`config.mk`:
```
export PLATFORM = sky130hd
export DESIGN_NAME = decoder_scan_ctrl
export DESIGN_NICKNAME = d
export VERILOG_FILES = /design/src/rtl/decoder_scan_ctrl.sv
export SDC_FILE = /design/constraint.sdc
export NUM_CORES = 1
export LEC_CHECK = 0
export ABC_AREA = 1
export BUFFER_PORTS_ARGS = -buffer_cell sky130_fd_sc_hd__buf_2
export CORE_UTILIZATION = 44
export DETAILED_ROUTE_END_ITERATION = 10
export PLACE_DENSITY_LB_ADDON = 0.2
export SLEW_MARGIN = 20
export SYNTH_ARGS = -nofsm -noshare
export SYNTH_HDL_FRONTEND = slang
export SYNTH_SLANG_ARGS = --single-unit
```
`constraint.sdc`:
```
create_clock -name clk -period 1.9 [get_ports clk]
set_clock_uncertainty 0.1 [all_clocks]
set_input_delay 0.57 -clock clk [delete_from_list [all_inputs] [get_ports clk]]
set_output_delay 0.57 -clock clk [all_outputs]
set_load 0.05 [all_outputs]
```
`src/rtl/decoder_scan_ctrl.sv`:
```
// decoder_scan_ctrl
//
// Scan sequencer for a 3-to-8 active-low decoder. It steps through the
// decoder outputs in ascending index order and skips masked lines. Each
// selected line is preceded by a blanking gap (en low) and then held for a
// dwell period (en high), so the downstream strobes never overlap.
//
// Ports:
//   clk         in   single clock, rising edge
//   reset       in   synchronous, active-high reset
//   run         in   1 = scanning requested, 0 = stop (level, not a handshake)
//   digit_mask  in   [7:0] bit i enables decoder output i; sampled at frame
//                    boundaries and when scanning starts from IDLE
//   A, B, C     out  registered line select, {A,B,C} = current index
//   en          out  registered decoder enable, high only while dwelling
//   frame_done  out  registered one-cycle pulse when a full frame completes
//   dbg_state   out  [1:0] current FSM state (0 IDLE, 1 BLANK, 2 DWELL)
//
// Handshake note: this block has no valid/ready interface. run is sampled as
// a level on every rising edge; digit_mask is captured into a shadow register
// only when a frame starts, so mid-frame mask changes have no effect.
//
// Parameters:
//   PRESCALE     clock cycles per scan tick (>= 1)
//   DWELL_TICKS  ticks with en high per line (>= 1)
//   BLANK_TICKS  ticks with en low before each line (0 = no blanking)

module decoder_scan_ctrl #(
  parameter int PRESCALE    = 1000,
  parameter int DWELL_TICKS = 4,
  parameter int BLANK_TICKS = 1
) (
  input  logic       clk,
  input  logic       reset,
  input  logic       run,
  input  logic [7:0] digit_mask,
  output logic       A,
  output logic       B,
  output logic       C,
  output logic       en,
  output logic       frame_done,
  output logic [1:0] dbg_state
);

  typedef enum logic [1:0] {
    IDLE  = 2'd0,
    BLANK = 2'd1,
    DWELL = 2'd2
  } state_t;

  localparam int PW   = (PRESCALE > 1) ? $clog2(PRESCALE) : 1;
  localparam int MAXT = (DWELL_TICKS > BLANK_TICKS) ? DWELL_TICKS : BLANK_TICKS;
  localparam int TW   = (MAXT > 1) ? $clog2(MAXT) : 1;

  localparam logic [PW-1:0] PRE_LAST   = PW'(PRESCALE - 1);
  localparam logic [TW-1:0] DWELL_LAST = TW'(DWELL_TICKS - 1);
  localparam logic [TW-1:0] BLANK_LAST = TW'((BLANK_TICKS > 0) ? BLANK_TICKS - 1 : 0);
  localparam bit            NO_BLANK   = (BLANK_TICKS == 0);

  state_t          state, state_n;
  logic [PW-1:0]   pre_cnt, pre_n;
  logic [TW-1:0]   tcnt, tcnt_n;
  logic [7:0]      shadow, shadow_n;
  logic [2:0]      idx, idx_n;
  logic            fd_n;
  logic            tick;
  logic            has_higher;
  logic [2:0]      next_idx;

  // Lowest set bit index of a non-zero mask.
  function automatic logic [2:0] lowest_set(input logic [7:0] m);
    logic [2:0] r;
    r = '0;
    for (int i = 7; i >= 0; i--) begin
      if (m[i]) r = 3'(i);
    end
    return r;
  endfunction

  // A new line always begins with blanking unless blanking is disabled,
  // in which case it goes straight to dwell.
  function automatic state_t line_start();
    if (NO_BLANK) return DWELL;
    return BLANK;
  endfunction

  assign tick = (pre_cnt == PRE_LAST);

  // Next enabled line strictly above the current index; no wrap here, the
  // wrap back to the lowest line happens only through the frame boundary.
  always_comb begin
    has_higher = 1'b0;
    next_idx   = idx;
    for (int i = 7; i >= 0; i--) begin
      if (shadow[i] && (3'(i) > idx)) begin
        has_higher = 1'b1;
        next_idx   = 3'(i);
      end
    end
  end

  always_comb begin
    state_n  = state;
    idx_n    = idx;
    shadow_n = shadow;
    tcnt_n   = tcnt;
    fd_n     = 1'b0;
    pre_n    = tick ? '0 : pre_cnt + PW'(1);

    case (state)
      IDLE: begin
        // Holding the prescaler at zero makes every exit from IDLE start
        // with a fresh, full-length first tick.
        pre_n  = '0;
        tcnt_n = '0;
        if (run && (digit_mask != 8'h00)) begin
          shadow_n = digit_mask;
          idx_n    = lowest_set(digit_mask);
          state_n  = line_start();
        end
      end

      BLANK: begin
        if (!run) begin
          state_n = IDLE;
          pre_n   = '0;
          tcnt_n  = '0;
        end else if (tick) begin
          if (tcnt == BLANK_LAST) begin
            state_n = DWELL;
            tcnt_n  = '0;
          end else begin
            tcnt_n = tcnt + TW'(1);
          end
        end
      end

      DWELL: begin
        // Stop wins over a coincident end of frame: no frame_done pulse.
        if (!run) begin
          state_n = IDLE;
          pre_n   = '0;
          tcnt_n  = '0;
        end else if (tick) begin
          if (tcnt == DWELL_LAST) begin
            tcnt_n = '0;
            if (has_higher) begin
              idx_n   = next_idx;
              state_n = line_start();
            end else begin
              fd_n     = 1'b1;
              shadow_n = digit_mask;
              if (digit_mask != 8'h00) begin
                idx_n   = lowest_set(digit_mask);
                state_n = line_start();
              end else begin
                state_n = IDLE;
              end
            end
          end else begin
            tcnt_n = tcnt + TW'(1);
          end
        end
      end

      default: begin
        state_n = IDLE;
        pre_n   = '0;
        tcnt_n  = '0;
      end
    endcase
  end

  always_ff @(posedge clk) begin
    if (reset) begin
      state      <= IDLE;
      pre_cnt    <= '0;
      tcnt       <= '0;
      shadow     <= 8'h00;
      idx        <= 3'b000;
      en         <= 1'b0;
      frame_done <= 1'b0;
    end else begin
      state      <= state_n;
      pre_cnt    <= pre_n;
      tcnt       <= tcnt_n;
      shadow     <= shadow_n;
      idx        <= idx_n;
      // en is registered from the next state, so index changes and en
      // falling land on the same edge.
      en         <= (state_n == DWELL);
      frame_done <= fd_n;
    end
  end

  assign {A, B, C} = idx;
  assign dbg_state = state;

endmodule

```
=== After elaboration in Yosys (flattened, before gate mapping) ===
Index checks and enable logic that the tools add are counted.

* Output and inout bits: 7
* Logic and storage cells: 110
* Input bits: 11
* Flip-flop bits (word level): 27

* Add/subtract/negate cells: 2
* Bitwise operators: 5
* Reductions and logical operators: 19
* Mux-type cells: 55
* Eq/ne operators: 14
* Magnitude comparators: 8

{| class="wikitable"
|+ Operator list
! cell !! count
|-
| two-way mux 3 bit || 22
|-
| two-way mux 8 bit || 5
|-
| two-way mux 2 bit || 13
|-
| case mux 8 bit (2 select lines) || 1
|-
| > comparator 3 bit (first input constant) || 4
|-
| two-way mux 1 bit || 11
|-
| adder 10 x 1 -> 10 bit (second input constant) || 1
|-
| == test 10 bit (second input constant) || 1
|-
| != test 10 bit (second input constant) || 1
|-
| != test 2 bit (second input constant) || 5
|-
| logical AND 1 bit || 9
|-
| != test 3 bit (second input constant) || 3
|-
| nonzero test 8 bit || 1
|-
| AND reduction 7 bit || 1
|-
| == test 2 bit (second input constant) || 3
|-
| > comparator 1 x 3 -> 1 bit (first input constant) || 2
|-
| > comparator 2 x 3 -> 1 bit (first input constant) || 2
|-
| case mux 2 bit (3 select lines) || 1
|-
| case mux 3 bit (2 select lines) || 1
|-
| AND reduction 6 bit || 1
|-
| inverter 1 bit || 5
|-
| OR reduction 5 bit || 1
|-
| logical NOT 2 bit || 2
|-
| case mux 2 bit (2 select lines) || 1
|-
| other kinds (6) || 6
|}

=== Longest topological paths before layout ===
Gate-level depths: netlist of run 1.

* Depth after elaboration: 16
* Gate-level depth with buffers: 13
* Gate-level depth less buffers: 13

=== Worst setup path before layout of run 1 ===
OpenSTA, ideal clock, no wires.

* Path kind: register to register
* Start point: register state[0] (netlist: dbg_state[0])
* End point: register shadow[6]
* Setup slack: -0.154 ns
* Stages on the path, launching flop included: 13
* Library setup time: 0.113 ns
* Path buffers: 0
* Data required time: 1.687 ns
* Data arrival time: 1.841 ns
* Period minus slack after synthesis: 2.054 ns
* Path through: dfxtp_1 -> inv_1 -> ha_1 -> inv_2 -> nor3_2 -> nand3_1 -> nand2_1 -> nand2_2 -> clkinv_4 -> nand2_8 -> clkinv_4 -> nor2_1 -> nor2_1

* Longest elaborated chain between the ends: 3
* Elaborated cells on any way between the ends: 10
* Those cells by class: 6 x eq/ne; 1 x mux; 3 x reduce/logical

{| class="wikitable"
|+ RTL lines
! item !! RTL line !! RTL
|-
| start: declaration || 60 || <nowiki>state_t state, state_n;</nowiki>
|-
| start signal: assignment || 184 || <nowiki>state <= state_n;</nowiki>
|-
| == test 2 bit / logical NOT 2 bit (equally long branches) || 110 || <nowiki>case (state)</nowiki>
|-
| != test 2 bit (no line) / nonzero test 2 bit (equally long branches) || n/a ||
|-
| AND reduction 6 bit (no line) || n/a ||
|-
| end signal: assignment || 187 || <nowiki>shadow <= shadow_n;</nowiki>
|-
| end: declaration || 63 || <nowiki>logic [7:0] shadow, shadow_n;</nowiki>
|}

Parallel ways exist; a longest one is shown, timed or not.
A chain may end at the register's enable or synchronous reset.

=== Worst setup path in the final report of run 1 ===
* Start point: register idx[1]
* End point: output B

{| class="wikitable"
|+ RTL lines
! item !! RTL line !! RTL
|-
| start: declaration || 64 || <nowiki>logic [2:0] idx, idx_n;</nowiki>
|-
| start signal: assignment || 188 || <nowiki>idx <= idx_n;</nowiki>
|-
| end: declaration || 38 || <nowiki>output logic B,</nowiki>
|}

No word-level cell between the ends.

==> results of run 1 <==
==> state kept, by name, indices dropped and copies added (netlist names) <==
name	cells
pre_cnt	10
shadow	7
idx	3
dbg_state	2
tcnt	2
en	1
frame_done	1
==> kinds of logic (layout without fill, tap and decap cells) <==
group | count (synthesis) | in the layout | synth area share
flip-flops | 26 | 26 | 0.342
AND/OR/NAND/NOR | 131 | 131 | 0.395
buffers and inverters | 28 | 54 | 0.0782
XOR/XNOR | 2 | 2 | 0.0115
adder cells (fa/ha/maj) | 8 | 8 | 0.0658
AO/OA/AOI/OAI | 28 | 28 | 0.107
==> power by group <==
part / switching, uW / internal (uW) / total, uW
Clock: 169 / 117 / 286
Combinational: 169 / 87.4 / 256
Sequential: 18.8 / 571 / 590
==> per-layer routing <==
metal	GRT usage	routed length, um	vias up
li1	-	-	760
met1	0.229	1370	617
met2	0.314	1360	18
met3	0.0235	85	4
met4	0.0812	40	0
met5	0	0	-
==> through the flow <==
step | utilization | hold slack [ns] | setup WS, ns
floorplan | - | 0.318 | 0.0602
global placement | 0.540 | 0.332 | 0.0462
detailed placement | 0.540 | 0.339 | 0.00848
CTS | 0.552 | 0.360 | 0.145
global route | 0.555 | 0.370 | 0.0491
finish | 0.555 | 0.357 | 0.214
==> cell type report <==
class                   count  area, sq um
flip-flops and latches     26          526
multi-input cells         169          888
clock buffers               4         36.3
inverters                  27          114
well taps                  44         55.1
fillers                   339         1400
repair buffers             23          130
==> layout by cell type (no fill, tap or decap), types with 2 or more instances in the layout <==
cell,count
sky130_fd_sc_hd__buf_4,6
sky130_fd_sc_hd__a21oi_1,8
sky130_fd_sc_hd__ha_1,7
sky130_fd_sc_hd__inv_1,20
sky130_fd_sc_hd__dfxtp_1,24
sky130_fd_sc_hd__nand3_1,15
sky130_fd_sc_hd__nor3_1,4
sky130_fd_sc_hd__nand2_1,53
sky130_fd_sc_hd__buf_2,17
sky130_fd_sc_hd__nor2_2,5
sky130_fd_sc_hd__o21ai_1,11
sky130_fd_sc_hd__o21ai_0,4
sky130_fd_sc_hd__clkbuf_4,3
sky130_fd_sc_hd__nand4_1,2
sky130_fd_sc_hd__clkinv_4,2
sky130_fd_sc_hd__nor2_4,2
sky130_fd_sc_hd__nor2_1,38
sky130_fd_sc_hd__nand2_2,5
sky130_fd_sc_hd__inv_2,4
==> worst max-delay path by stage <==
stage	to	start
after floorplan	shadow[6]	dbg_state[0]
after global routing	shadow[1]	dbg_state[0]
after global placement	shadow[6]	digit_mask[6]
after CTS	shadow[6]	dbg_state[0]
after detailed placement	shadow[6]	digit_mask[6]
final	B	idx[1]
==> flow_summary.toml, run 1 <==
[outcome]
result_of_the_run = "completed"

[min_path]
whs_endpoint = "pre_cnt[0]"
hp-start = "pre_cnt[0]"
hold-path-cell-count = 1
worstHoldPathType = "reg -> reg"

[critical_path]
timing.critical_path.to_type = "primary output"
timing.critical_path.slowest_cell_delay_ns = 0.41
ff2ff_path_depth = 11
worstReg2RegStart = "dbg_state[0]"
cpLargestDelayFamily = "flip-flops"
timing.rr.end = "shadow[1]"
worst-r2r-setup-slack_ns = 0.22
req_time_crit_path_ns = 1.23
critical_path.n_buffers_inverters = 1
timing.critical_path.from_type = "flop"
critPathSlowestCell = "sky130_fd_sc_hd__dfxtp_1"
worst_ep_arrival_time_ns = 1.02
maximum_net_fanout_on_the_critical_path = 4
crit_path_cell_trace = "buf_2"
criticalPathCategory = "reg -> out"
crit_cells = 1

[place]
dp.cells = 289
numPortBuffers = 17
gpl.final_weighted_congestion = 0.813
placement.cell_area_sq_um = 1700
dp_hpwl_um = 2370

[timing]
final_setup_viols = 0
setup_total_negative_slack_ns = 0
grt_setup_unrepaired = "no"
min_period_ns = 1.69
slew_viol_final = 0
worst_slew_margin_rel = 0.808
finalHoldViolations = 0
max_clock_freq_mhz = 593
min_period_over_period = 0.887
worst_slew_pin_slew_ns = 0.286

[final_layout]
design.final.nets = 269
post_layout_nonfiller_instances = 293
drive_above_1_share = 0.225
antenna-diode-count = 0
area.growth.synth_to_final_pct = 15.1
non_filler_cell_area_final_sq_um = 1750

[die]
placement_rows = 20
die_width_um = 60.8
fp.dieH_um = 60.8
initial_core_util = 0.482
core_sq_um = 3150
boundaryPins = 18
floorplan.die_area_sq_um = 3690

[clocking]
clock_latency_ns = 0.32
clock_sinks = 26
tritoncts = "built"
clk_pin_slew_ns = 0.14
clock_tree.htree_level_count = 1
cts.path.max_buffers = 2
postCtsResizedCells = 0
ctsRootBufferMaster = "sky130_fd_sc_hd__clkbuf_4"
cts.hold.buffers_added = 0
post-cts-setup-buffers = 0
cts-buffers-inserted = 3

[logic_synthesis]
async_flop_share = 0
synth-edff-count = 0
syn-cell-area_sq_um = 1520
synthMostInstantiatedCell = "sky130_fd_sc_hd__nand2_1"
synth_area_leaders = "sky130_fd_sc_hd__dfxtp_1 (34%), sky130_fd_sc_hd__nand2_1 (13%), sky130_fd_sc_hd__nor2_1 (9.4%)"
synth-main-ff-cell = "sky130_fd_sc_hd__dfxtp_1"
post_synth.cell_area_avg_sq_um = 6.82
yosysWarningCount = 0
synth_largest_area_cell = "sky130_fd_sc_hd__dfxtp_1"
synthTopCellsByCount = "sky130_fd_sc_hd__nand2_1 (53), sky130_fd_sc_hd__nor2_1 (38), sky130_fd_sc_hd__dfxtp_1 (26)"
synthesized_netlist_net_count = 242
yosysSeqAreaShare = 0.342
postSynthCellCount = 223
top_area_cell_type_share_of_the_netlist_area = 0.342
synth-seq-cells = 26
synth_cell_type_count = 32

[pwr]
power.leakage_uw = 0.000785
vdd_ir_max_mv = 0.378
power_density_nw_per_um2 = 647
power_uw = 1130

[grt]
grt-ovfl-total = 0
track_usage = 0.183
grt_pass1_vias = 1281
grt_first_pass_wirelength_um = 5110
grt_antenna_before_repair = 0
maximum_number_of_pins_on_one_net_before_global_route_repair = 15

[route]
drt_drc_violations_left = 0
num_vias = 1399
starting_drt_drc_count = 57
routed_wirelength_um = 2850
detail_route.first_pass.iterations = 4
ant_nets = 0
viasPerCell = 4.77
route.detailed.wl_per_inst_um = 9.74

[run]
max_cap_viol_count = 0
(Power assumes the default switching activity.)
==> run 2, diff against run 1 <==
==> constraint.sdc (replaced) <==
create_clock -name clk -period 1.45 [get_ports clk]
set_clock_uncertainty 0.1 [all_clocks]
set_input_delay 0.435 -clock clk [delete_from_list [all_inputs] [get_ports clk]]
set_output_delay 0.435 -clock clk [all_outputs]
set_load 0.05 [all_outputs]
==> flow_summary.toml, run 2 (synthesis gave the netlist of run 1 again) <==
[outcome]
result_of_the_run = "finished with violations"
failed_checks = "setup timing"

[grt]
grt_first_pass_wirelength_um = 5700
maximum_number_of_pins_on_one_net_before_global_route_repair = 15
grt_antenna_before_repair = 0
track_usage = 0.205
grt-ovfl-total = 0
gr-usage-met1 = 0.241
grt_use_met3 = 0.0235
grt_pass1_vias = 1435
global_route.peak_usage_layer = "met2"
grt.met2_usage = 0.380

[clocking]
cts.hold.buffers_added = 0
clock_sinks = 26
clk_pin_slew_ns = 0.14
clock_tree.htree_level_count = 1
cts.path.max_buffers = 2
clock_latency_ns = 0.32
ctsRootBufferMaster = "sky130_fd_sc_hd__clkbuf_4"
cts-buffers-inserted = 3
tritoncts = "built"

[timing]
max_clock_freq_mhz = 634
final_setup_viols = 19
worst_slew_pin_slew_ns = 0.278
min_period_over_period = 1.09
postLayoutSetupSlackWorst_ns = -0.128
worst_slew_margin_rel = 0.813
finalHoldViolations = 0
setup_total_negative_slack_ns = -1.87
grt_setup_unrepaired = "yes"
hold_slack_final_ns = 0.323
min_period_ns = 1.58
slew_viol_final = 0

[critical_path]
criticalPathCategory = "reg -> reg"
critPathSlowestCell = "sky130_fd_sc_hd__dfxtp_4"
crit_path_cell_trace = "ha_4 > nand3_4 > nor2_4 > nand3_2 > nand2_1 > nand2_2 > clkinv_4 > nand2_8 > o21ai_1 > nor2_1"
timing.critical_path.from_type = "flop"
worst_ep_arrival_time_ns = 1.71
cpLargestDelayFamily = "simple AND/OR/NAND/NOR gates"
req_time_crit_path_ns = 1.58
critical_path.n_buffers_inverters = 1
timing.critical_path.slowest_cell_delay_ns = 0.39
maximum_net_fanout_on_the_critical_path = 8
timing.critical_path.to_type = "flop"

[route]
routed_wirelength_um = 3960
starting_drt_drc_count = 83
ant_nets = 0
num_vias = 1656
route.detailed.wl_per_inst_um = 11.2
viasPerCell = 4.69
drt_drc_violations_left = 0
detail_route.first_pass.iterations = 4

[die]
die_width_um = 60.8
initial_core_util = 0.482
core_sq_um = 3150
boundaryPins = 18
placement_rows = 20
fp.dieH_um = 60.8
floorplan.die_area_sq_um = 3690

[final_layout]
most_frequent_cells_in_the_layout = "sky130_fd_sc_hd__buf_4 (64), sky130_fd_sc_hd__nand2_1 (44), sky130_fd_sc_hd__nor2_1 (33)"
registers.top_by_ff_count = "pre_cnt"
layout_top_registers = "pre_cnt (10), shadow (7), idx (3)"
final.fill_count = 222
drive_above_1_share = 0.534
antenna-diode-count = 0
area.growth.synth_to_final_pct = 64.7
largest_reg_flops = 10
most_frequent_standard_cell_in_the_layout_excluding_fill_and_tap_cells = "sky130_fd_sc_hd__buf_4"
post_layout_nonfiller_instances = 353
design.final.nets = 329

[pwr]
power.switching_fraction = 0.332
power_uw = 1620
power_density_nw_per_um2 = 647
clock_power_share = 0.199
p_int_uw = 1080
power.leakage_uw = 0.00112
power_frac_seq = 0.480
switching_power_uw = 537
vdd_ir_max_mv = 0.372
pwr-share-comb = 0.321

[run]
max_cap_viol_count = 0

[place]
dp_hpwl_um = 2740
dp.cells = 331
gpl.final_weighted_congestion = 0.855
numPortBuffers = 17

[min_path]
worstHoldPathType = "in -> reg"
==> run 2: cell count changes in the layout (fill, tap and decap cells not counted), sizes merged <==
cell	delta
buf	+60
clkinv	-1
inv	+1
==> run 2: timing repair <==
item | 4_1_cts | 5_1_grt
setup endpoints to repair | 23 | 32
gates resized for setup | 42 | 40
pin swaps | 15 | 19
setup buffers | 6 | 12
==> run 2: path summary, 6_finish.rpt <==
kind | startpoint | to | slack, ns | cells after the start
hold reg to reg | pre_cnt[9] | pre_cnt[9] | 0.39 | 2
hold / removal | reset | frame_done | 0.32 | 3
setup / recovery | pre_cnt[1] | shadow[4] | -0.13 | 10
setup reg to reg | pre_cnt[1] | shadow[4] | -0.13 | 10
==> run 2: power groups by stage <==
stage | logic [uW] | registers [uW] | clock network (uW)
final | 521 | 777 | 322
after global routing | 567 | 782 | 365
after CTS | 471 | 780 | 326
after detailed placement | 424 | 791 | 0
after global placement | 419 | 790 | 0
after floorplan | 226 | 823 | 0
==> run 2: routing by layer <==
layer | wire (um) | part of all wire | vias to the layer above
met5 | 0 | 0 | -
met2 | 2110 | 0.53 | 21
met1 | 1730 | 0.44 | 744
li1 | - | - | 885
met3 | 64 | 0.016 | 6
met4 | 53 | 0.013 | 0
==> run 2: layout make-up <==
type | instances | area, sq um | share of cell area
flip-flops and latches | 26 | 557 | 0.222
well taps | 44 | 55.1 | 0.0220
repair buffers | 83 | 633 | 0.253
clock buffers | 4 | 26.3 | 0.0105
inverters | 27 | 124 | 0.0495
multi-input cells | 169 | 1110 | 0.443
==> run 2: stage by stage <==
stage	setup slack [ns]	utilization	area, sq um
2_1_floorplan	-0.121	-	1570
3_3_place_gp	-0.248	0.656	2070
3_5_place_dp	-0.318	0.656	2070
4_1_cts	-0.0881	0.726	2290
5_1_grt	-0.239	0.794	2500
6_report	-0.128	0.794	2500
==> run 2: worst reg2reg max path, delay by kind of cell (launching register included) <==
kind | cells | cell delay (ns)
buf+inv | 1 | 0.08
flops | 1 | 0.39
compound gates | 1 | 0.13
simple gates | 7 | 0.65
fa+ha+maj | 1 | 0.14
